==> src/rtl/coherent_avg_pkg.sv <==
// coherent_avg_pkg
//   Shared definitions for the coherent averaging sequencer:
//   - seq_state_t : sequencer FSM states
//   - GAP_W       : width of the inter-frame gap length (used when SEQ_GAP_EN is defined)
//   - clog2_w     : index width for a counter of a given modulus (never below 1 bit)
package coherent_avg_pkg;

  typedef enum logic [2:0] {
    S_IDLE  = 3'd0,
    S_RUN   = 3'd1,
    S_GAP   = 3'd2,
    S_DRAIN = 3'd3,
    S_DONE  = 3'd4
  } seq_state_t;

  localparam int GAP_W = 8;

  // A modulus of 1 still needs a 1-bit index so port widths stay legal.
  function automatic int clog2_w(input int depth);
    return (depth > 1) ? $clog2(depth) : 1;
  endfunction

endpackage

==> src/rtl/wrap_counter.sv <==
// wrap_counter
//   Modulo-MOD up-counter with a synchronous clear.
//   Ports:
//     clk     in   rising-edge clock
//     reset_n in   asynchronous active-low reset
//     inc     in   advance by one this cycle
//     clr     in   return to 0 this cycle (wins over inc)
//     count   out  current value, 0 .. MOD-1
//     wrap    out  inc while count == MOD-1, i.e. this cycle completes a period
module wrap_counter
  import coherent_avg_pkg::*;
#(
  parameter int MOD = 32
) (
  input  logic                    clk,
  input  logic                    reset_n,
  input  logic                    inc,
  input  logic                    clr,
  output logic [clog2_w(MOD)-1:0] count,
  output logic                    wrap
);

  localparam int            CW   = clog2_w(MOD);
  localparam logic [CW-1:0] LAST = CW'(MOD - 1);

  assign wrap = inc && (count == LAST);

  always_ff @(posedge clk or negedge reset_n) begin
    if (!reset_n) begin
      count <= '0;
    end else if (clr) begin
      count <= '0;
    end else if (inc) begin
      count <= wrap ? '0 : count + CW'(1);
    end
  end

endmodule

==> src/rtl/coherent_avg_sequencer.sv <==
// coherent_avg_sequencer
//   Drives the enable of a table-based sample source so that whole signal
//   periods (M samples each) are acquired, and tags each returned beat with
//   its position in the period and its period number.
//
//   Optional feature: define SEQ_GAP_EN to add the gap_cycles input and the
//   GAP state (src_enable held low for gap_cycles cycles after every frame).
//
//   Ports:
//     clk         in   rising-edge clock
//     reset_n     in   asynchronous active-low reset (shared with the source)
//     start       in   begin a run (only honoured in IDLE)
//     stop_req    in   finish the run at the next frame boundary
//     n_frames    in   periods to acquire, captured at accepted start
//     gap_cycles  in   (SEQ_GAP_EN only) idle cycles after each frame, captured at start
//     src_valid   in   data_valid from the source
//     src_enable  out  registered enable to the source
//     busy        out  run in progress, up to and including the done cycle
//     done        out  one-cycle completion pulse
//     sample_idx  out  position of the current valid beat within its period
//     frame_idx   out  period number of the current valid beat (mod 2^NW)
//     sof, eof    out  first / last beat of a period is on src_valid
module coherent_avg_sequencer
  import coherent_avg_pkg::*;
#(
  parameter int M  = 32,
  parameter int NW = 16
) (
  input  logic                  clk,
  input  logic                  reset_n,
  input  logic                  start,
  input  logic                  stop_req,
  input  logic [NW-1:0]         n_frames,
`ifdef SEQ_GAP_EN
  input  logic [GAP_W-1:0]      gap_cycles,
`endif
  input  logic                  src_valid,
  output logic                  src_enable,
  output logic                  busy,
  output logic                  done,
  output logic [clog2_w(M)-1:0] sample_idx,
  output logic [NW-1:0]         frame_idx,
  output logic                  sof,
  output logic                  eof
);

  localparam int             SIW    = clog2_w(M);
  localparam int             OW     = SIW + 1;
  localparam logic [SIW-1:0] LAST_S = SIW'(M - 1);

  seq_state_t       state;
  seq_state_t       state_next;
  logic             start_accepted;
  logic [SIW-1:0]   issue_idx;
  logic             issue_wrap;
  logic             beat_wrap;
  logic             stop_lat;
  logic             stop_seen;
  logic [NW-1:0]    frames_left;
  logic [OW-1:0]    outstanding;
  logic             drain_done;
  logic [GAP_W-1:0] gap_len;
`ifdef SEQ_GAP_EN
  logic [GAP_W-1:0] gap_cnt;
`endif

  assign start_accepted = (state == S_IDLE) && start;
  assign stop_seen      = stop_lat || stop_req;

  // Issue counter: counts enables so each frame is exactly M enables long.
  wrap_counter #(.MOD(M)) u_issue_cnt (
    .clk     (clk),
    .reset_n (reset_n),
    .inc     (src_enable),
    .clr     (start_accepted),
    .count   (issue_idx),
    .wrap    (issue_wrap)
  );

  // Valid-beat counter: follows the data actually returned by the source.
  wrap_counter #(.MOD(M)) u_beat_cnt (
    .clk     (clk),
    .reset_n (reset_n),
    .inc     (src_valid),
    .clr     (start_accepted),
    .count   (sample_idx),
    .wrap    (beat_wrap)
  );

  assign sof = src_valid && (sample_idx == '0);
  assign eof = src_valid && (sample_idx == LAST_S);

  // The run may finish once no beat is still in flight from the source, or
  // the last in-flight beat (the final sample of the period) arrives now.
  // Requiring the issue counter at 0 guarantees only whole frames were issued.
  assign drain_done = (issue_idx == '0) &&
                      ((outstanding == '0) || (beat_wrap && outstanding == OW'(1)));

`ifdef SEQ_GAP_EN
  // Gap length is captured with the run so mid-run changes are ignored.
  always_ff @(posedge clk or negedge reset_n) begin
    if (!reset_n) begin
      gap_len <= '0;
    end else if (start_accepted) begin
      gap_len <= gap_cycles;
    end
  end

  // Loaded with gap_len-1 on entry so GAP lasts exactly gap_len cycles.
  always_ff @(posedge clk or negedge reset_n) begin
    if (!reset_n) begin
      gap_cnt <= '0;
    end else if (state == S_RUN && issue_wrap && gap_len != '0) begin
      gap_cnt <= gap_len - GAP_W'(1);
    end else if (state == S_GAP && gap_cnt != '0) begin
      gap_cnt <= gap_cnt - GAP_W'(1);
    end
  end
`else
  assign gap_len = '0;
`endif

  // Next-state logic.
  always_comb begin
    state_next = state;
    case (state)
      S_IDLE: begin
        if (start) begin
          state_next = (n_frames != '0) ? S_RUN : S_DONE;
        end
      end
      S_RUN: begin
        if (issue_wrap) begin
          if (gap_len != '0) begin
            state_next = S_GAP;
          end else if (frames_left == NW'(1) || stop_seen) begin
            state_next = S_DRAIN;
          end else begin
            state_next = S_RUN;
          end
        end
      end
      S_GAP: begin
`ifdef SEQ_GAP_EN
        // frames_left was already decremented at the wrap that entered GAP.
        if (gap_cnt == '0) begin
          state_next = (frames_left == '0 || stop_seen) ? S_DRAIN : S_RUN;
        end
`else
        state_next = S_DRAIN;
`endif
      end
      S_DRAIN: begin
        if (drain_done) begin
          state_next = S_DONE;
        end
      end
      S_DONE: begin
        state_next = S_IDLE;
      end
      default: begin
        state_next = S_IDLE;
      end
    endcase
  end

  // State register; the outputs are registered from the next state so
  // src_enable rises on the edge that accepts start.
  always_ff @(posedge clk or negedge reset_n) begin
    if (!reset_n) begin
      state      <= S_IDLE;
      src_enable <= 1'b0;
      busy       <= 1'b0;
      done       <= 1'b0;
    end else begin
      state      <= state_next;
      src_enable <= (state_next == S_RUN);
      busy       <= (state_next != S_IDLE);
      done       <= (state_next == S_DONE);
    end
  end

  // Frames still to issue; captured at start, counted down per issued frame.
  always_ff @(posedge clk or negedge reset_n) begin
    if (!reset_n) begin
      frames_left <= '0;
    end else if (start_accepted) begin
      frames_left <= n_frames;
    end else if (issue_wrap) begin
      frames_left <= frames_left - NW'(1);
    end
  end

  // Stop latch: a stop arriving together with start is kept, so one frame runs.
  always_ff @(posedge clk or negedge reset_n) begin
    if (!reset_n) begin
      stop_lat <= 1'b0;
    end else if (state == S_IDLE) begin
      stop_lat <= start && stop_req;
    end else if (state_next == S_IDLE) begin
      stop_lat <= 1'b0;
    end else if (stop_req) begin
      stop_lat <= 1'b1;
    end
  end

  // Beats requested from the source but not yet returned.
  always_ff @(posedge clk or negedge reset_n) begin
    if (!reset_n) begin
      outstanding <= '0;
    end else if (start_accepted) begin
      outstanding <= '0;
    end else begin
      case ({src_enable, src_valid})
        2'b10:   outstanding <= outstanding + OW'(1);
        2'b01:   outstanding <= (outstanding != '0) ? outstanding - OW'(1) : outstanding;
        default: outstanding <= outstanding;
      endcase
    end
  end

  // Period number of returned data, advancing when a period completes.
  always_ff @(posedge clk or negedge reset_n) begin
    if (!reset_n) begin
      frame_idx <= '0;
    end else if (start_accepted) begin
      frame_idx <= '0;
    end else if (beat_wrap) begin
      frame_idx <= frame_idx + NW'(1);
    end
  end

endmodule

==> config.mk <==
export PLATFORM = sky130hd
export DESIGN_NAME = coherent_avg_sequencer
export DESIGN_NICKNAME = d
export VERILOG_FILES = /design/src/rtl/coherent_avg_pkg.sv /design/src/rtl/wrap_counter.sv /design/src/rtl/coherent_avg_sequencer.sv
export SDC_FILE = /design/constraint.sdc
export NUM_CORES = 1
export LEC_CHECK = 0
export BUFFER_PORTS_ARGS = -buffer_cell sky130_fd_sc_hd__buf_2
export CORE_MARGIN = 2
export CORE_UTILIZATION = 51
export DETAILED_ROUTE_END_ITERATION = 8
export MAX_ROUTING_LAYER = met4
export PLACE_DENSITY = 0.73
export SETUP_SLACK_MARGIN = 0.15
export SLEW_MARGIN = 40
export SYNTH_ARGS = -nofsm -noshare
export SYNTH_HDL_FRONTEND = slang
export SYNTH_SLANG_ARGS = --single-unit
==> constraint.sdc <==
create_clock -name clk -period 2.1 [get_ports clk]
set_input_delay 0.42 -clock clk [delete_from_list [all_inputs] [get_ports clk]]
set_output_delay 0.42 -clock clk [all_outputs]
set_load 0.005 [all_outputs]
==> impl_metrics.py <==
metrics = {
    "logic_synthesis": {
        "synth_edf_count": 0,
        "cell_types_with_the_largest_area_share_after_synthesis": "sky130_fd_sc_hd__dfrtp_1 44%, sky130_fd_sc_hd__ha_1 5.3%, sky130_fd_sc_hd__xor2_1 4.8%",
        "syn-instance-count": 329,
        "yosys.area.top_type": "sky130_fd_sc_hd__dfrtp_1",
        "synth-xor-area-share_pct": 7.35,
        "async_s_r_ff_share_synth_pct": 100,
        "avgSynthCellArea_um2": 9.41,
        "postSynthNetCount": 363,
        "ys_dominant_reg_cell": "sky130_fd_sc_hd__dfrtp_1",
        "yosys.area_share.simple_pct": 25.7,
        "synth_mux_area_share_pct": 2.67,
        "synth.ff_latch_count": 55,
        "ys_warn_count": 0,
        "sequential_cell_area_fraction_in_the_yosys_report_pct": 44.4,
        "syn-cell-area_um2": 3100,
        "main_combinational_cell_family_by_area_after_synthesis": "simple AND/OR/NAND/NOR gates",
        "synth-compound-area-share_pct": 11.5,
        "synth_fa_ha_area_share_pct": 5.25,
        "synth.lib_cells_used.distinct": 50,
        "synth_largest_type_area_fraction_pct": 44.4,
    },
    "clock_tree": {
        "clock_insertion_delay_worst_skew_ns": 0.31,
        "h-tree-depth": 2,
        "cts.reportedPaths.clkPinSlew_ns": 0.10,
        "cts_buffers": 5,
        "cts_max_path_buffers": 2,
        "clock_sink_count": 55,
        "cts_root_buffer": "sky130_fd_sc_hd__clkbuf_8",
        "tritoncts": "yes",
    },
    "timing": {
        "finalHoldViolCount": 0,
        "timing_worst_slew_pin_value_ns": 0.578,
        "setup-violations-final": 0,
        "timing.final.crit_period_ns": 2.00,
        "final.period_utilization_pct": 95.2,
        "final_total_negative_setup_slack_ns": 0,
        "grt_setup_unrepaired": "yes",
        "fmax_mhz": 500,
        "finalClockSkew_ns": 0.00907,
        "timing.max_slew.rel_slack_pct": 61.2,
        "pins_over_their_slew_limit": 0,
    },
    "routing": {
        "drcViolationCount": 0,
        "via_count": 2606,
        "finalWirelength_mm": 6.93,
        "detail_route.wl_per_cell_um": 14.8,
        "route.detailed.vias_per_inst": 5.58,
        "detail_route.first_pass.iterations": 4,
        "postRouteAntennaNets": 0,
        "first_iter_violations": 96,
    },
    "power": {
        "power.density_cell_area_nw_per_um2": 1080,
        "power_leakage_uw": 0.00169,
        "ir_drop_mv": 0.616,
    },
    "floorplan": {
        "io_pins": 47,
        "dieArea_um2": 6710,
        "die_w_um": 81.9,
        "initial_core_util_pct": 52.6,
        "core_footprint_um2": 5890,
        "die_y_um": 81.9,
        "core.rowCount": 28,
    },
    "worst_hold_path": {
        "hold_class": "primary input to async pin",
    },
    "placement": {
        "port-buffer-count": 46,
        "placedCellCount": 451,
        "hpwlAfterDp_mm": 4.85,
        "place.gp.congestion": 0.805,
    },
    "global_route": {
        "grt_pass1_vias": 2478,
        "gr-total-overflow": 0,
        "global_route_usage_over_all_layers_pct": 22.4,
        "global_route_wire_length_before_repair_mm": 11.2,
        "pin_count_of_the_biggest_net_entering_global_routing": 42,
        "grt_antenna_before_repair": 0,
    },
    "critical_path": {
        "critical_path_buf_inv_count": 0,
        "cp_data_required_time_ns": 2.34,
        "arrival_ns": 2.24,
        "critical_path.cell_chain": "ha_2, and3_4, ha_4, nand4_1, or3_4, or4_4, a21oi_2",
        "slowest_stage": "sky130_fd_sc_hd__or4_4",
        "timing.reg2reg.worst_path_depth": 7,
        "crit_cells": 7,
        "cp-end-kind": "flip-flop",
        "start_kind": "flip-flop",
        "critical_path.max_fanout": 5,
        "critPathMaxStageDelay_ns": 0.42,
        "path_delay_family": "simple AND/OR/NAND/NOR gates",
        "timing_worst_setup_path_type": "flip-flop to flip-flop",
    },
    "run": {
        "cap_violations": 0,
    },
    "cells_and_area": {
        "filler_cell_count": 469,
        "area_of_the_multi_input_gates_um2": 1740,
        "seqCellArea_um2": 1380,
        "synthToLayoutAreaGrowth_pct": 23.4,
        "final-instance-count-excl-fill": 467,
        "utilization_pct": 64.9,
        "diodes": 0,
        "finish.net_count": 425,
        "layout-drive-gt1-share_pct": 26.5,
    },
    "outcome": {
        "result_of_the_run": "finished clean",
    },
}
-- layout make-up --
| cell class | count | share of cell area, % |
|---|---|---|
| repair buffers | 68 | 11.3 |
| clock inverters | 2 | 1.57 |
| well taps | 75 | 2.46 |
| clock buffers | 6 | 1.90 |
| flip-flops and latches | 55 | 36.0 |
| inverters | 12 | 1.24 |
| multi-input cells | 249 | 45.5 |
-- power breakdown --
part / total (uW) / internal [uW] / switching [uW]
Combinational: 1480 / 762 / 714
Clock: 825 / 477 / 349
Sequential: 1830 / 1400 / 426
-- state kept, by name, indices dropped and copies added, names as in the netlist --
signal / cells
busy: 1
done: 1
frame_idx: 16
frames_left: 16
outstanding: 6
src_enable: 1
state: 3
stop_lat: 1
u_beat_cnt.count: 5
u_issue_cnt.count: 5
-- worst reg2reg max path, delay by kind of cell, from the launching register on --
family	cells	cell delay, ns
and+or+nand+nor	4	1.11
AOI/OAI and AO/OA	1	0.12
adders and majority gates	2	0.33
DFF	1	0.37
-- repair_timing --
action                     CTS  global route
resized for setup            2            18
hold buffers                 0             0
setup buffers                3             5
pin swaps                    3             6
setup endpoints to repair    4            21
-- cells in the final DEF (no fill, tap or decap), drive strengths merged, types with 10 or more instances in the layout --
cell,netlist,final
xor2,17,17
ha,13,13
a21oi,17,17
nor2,30,30
o21ai,24,24
inv,12,12
buf,3,68
nand2,27,27
nand4,10,10
dfrtp,55,55
-- per-layer routing --
metal  part of all wire, %  global-route usage (%)  vias up
li1                      -                       -     1294
met1                    45                    26.4     1254
met2                    49                    38.4       50
met3                   4.3                    3.96        8
met4                   1.7                    8.17        0
met5                     0                       -        -
-- path summary, 6_finish.rpt --
check / start / endpoint / slack, ns
max: u_beat_cnt.count[0] / frame_idx[15] / 0.10
min: reset_n / frame_idx[7] / 0.04
max reg2reg: u_beat_cnt.count[0] / frame_idx[15] / 0.10
min reg2reg: state[2] / stop_lat / 0.55
max in group asynchronous: reset_n / frame_idx[2] / 1.49
min in group clk: n_frames[13] / frames_left[13] / 0.32
-- through the flow --
step / hold slack [ns] / power [uW] / worst slack [ns] / area [um^2]
after global placement: 0.392 / 3080 / 0.136 / 3540
after global routing: 0.0689 / 4450 / 0.00654 / 3820
after CTS: 0.0539 / 4030 / 0.106 / 3700
after floorplan: 0.124 / 2700 / 0.0290 / 3130
after detailed placement: 0.397 / 3140 / 0.0984 / 3540
final: 0.0405 / 4130 / 0.100 / 3820
-- cells by family after synthesis --
group | after synthesis
XOR/XNOR | 26
buffers and inverters | 25
adder cells (fa/ha/maj) | 13
AND/OR/NAND/NOR | 142
AO/OA/AOI/OAI | 60
multiplexers | 8
flip-flops | 55
-- cell usage after synthesis (9+ instances only) --
library cell	n
sky130_fd_sc_hd__nand2b_1	9
sky130_fd_sc_hd__nand3_1	9
sky130_fd_sc_hd__clkbuf_1	10
sky130_fd_sc_hd__a21oi_1	17
sky130_fd_sc_hd__nand4_1	10
sky130_fd_sc_hd__xor2_1	17
sky130_fd_sc_hd__ha_1	13
sky130_fd_sc_hd__nand2_1	27
sky130_fd_sc_hd__inv_1	12
sky130_fd_sc_hd__dfrtp_1	55
sky130_fd_sc_hd__o21ai_0	23
sky130_fd_sc_hd__xnor2_1	9
sky130_fd_sc_hd__nor2_1	30
(Power assumes the default switching activity.)
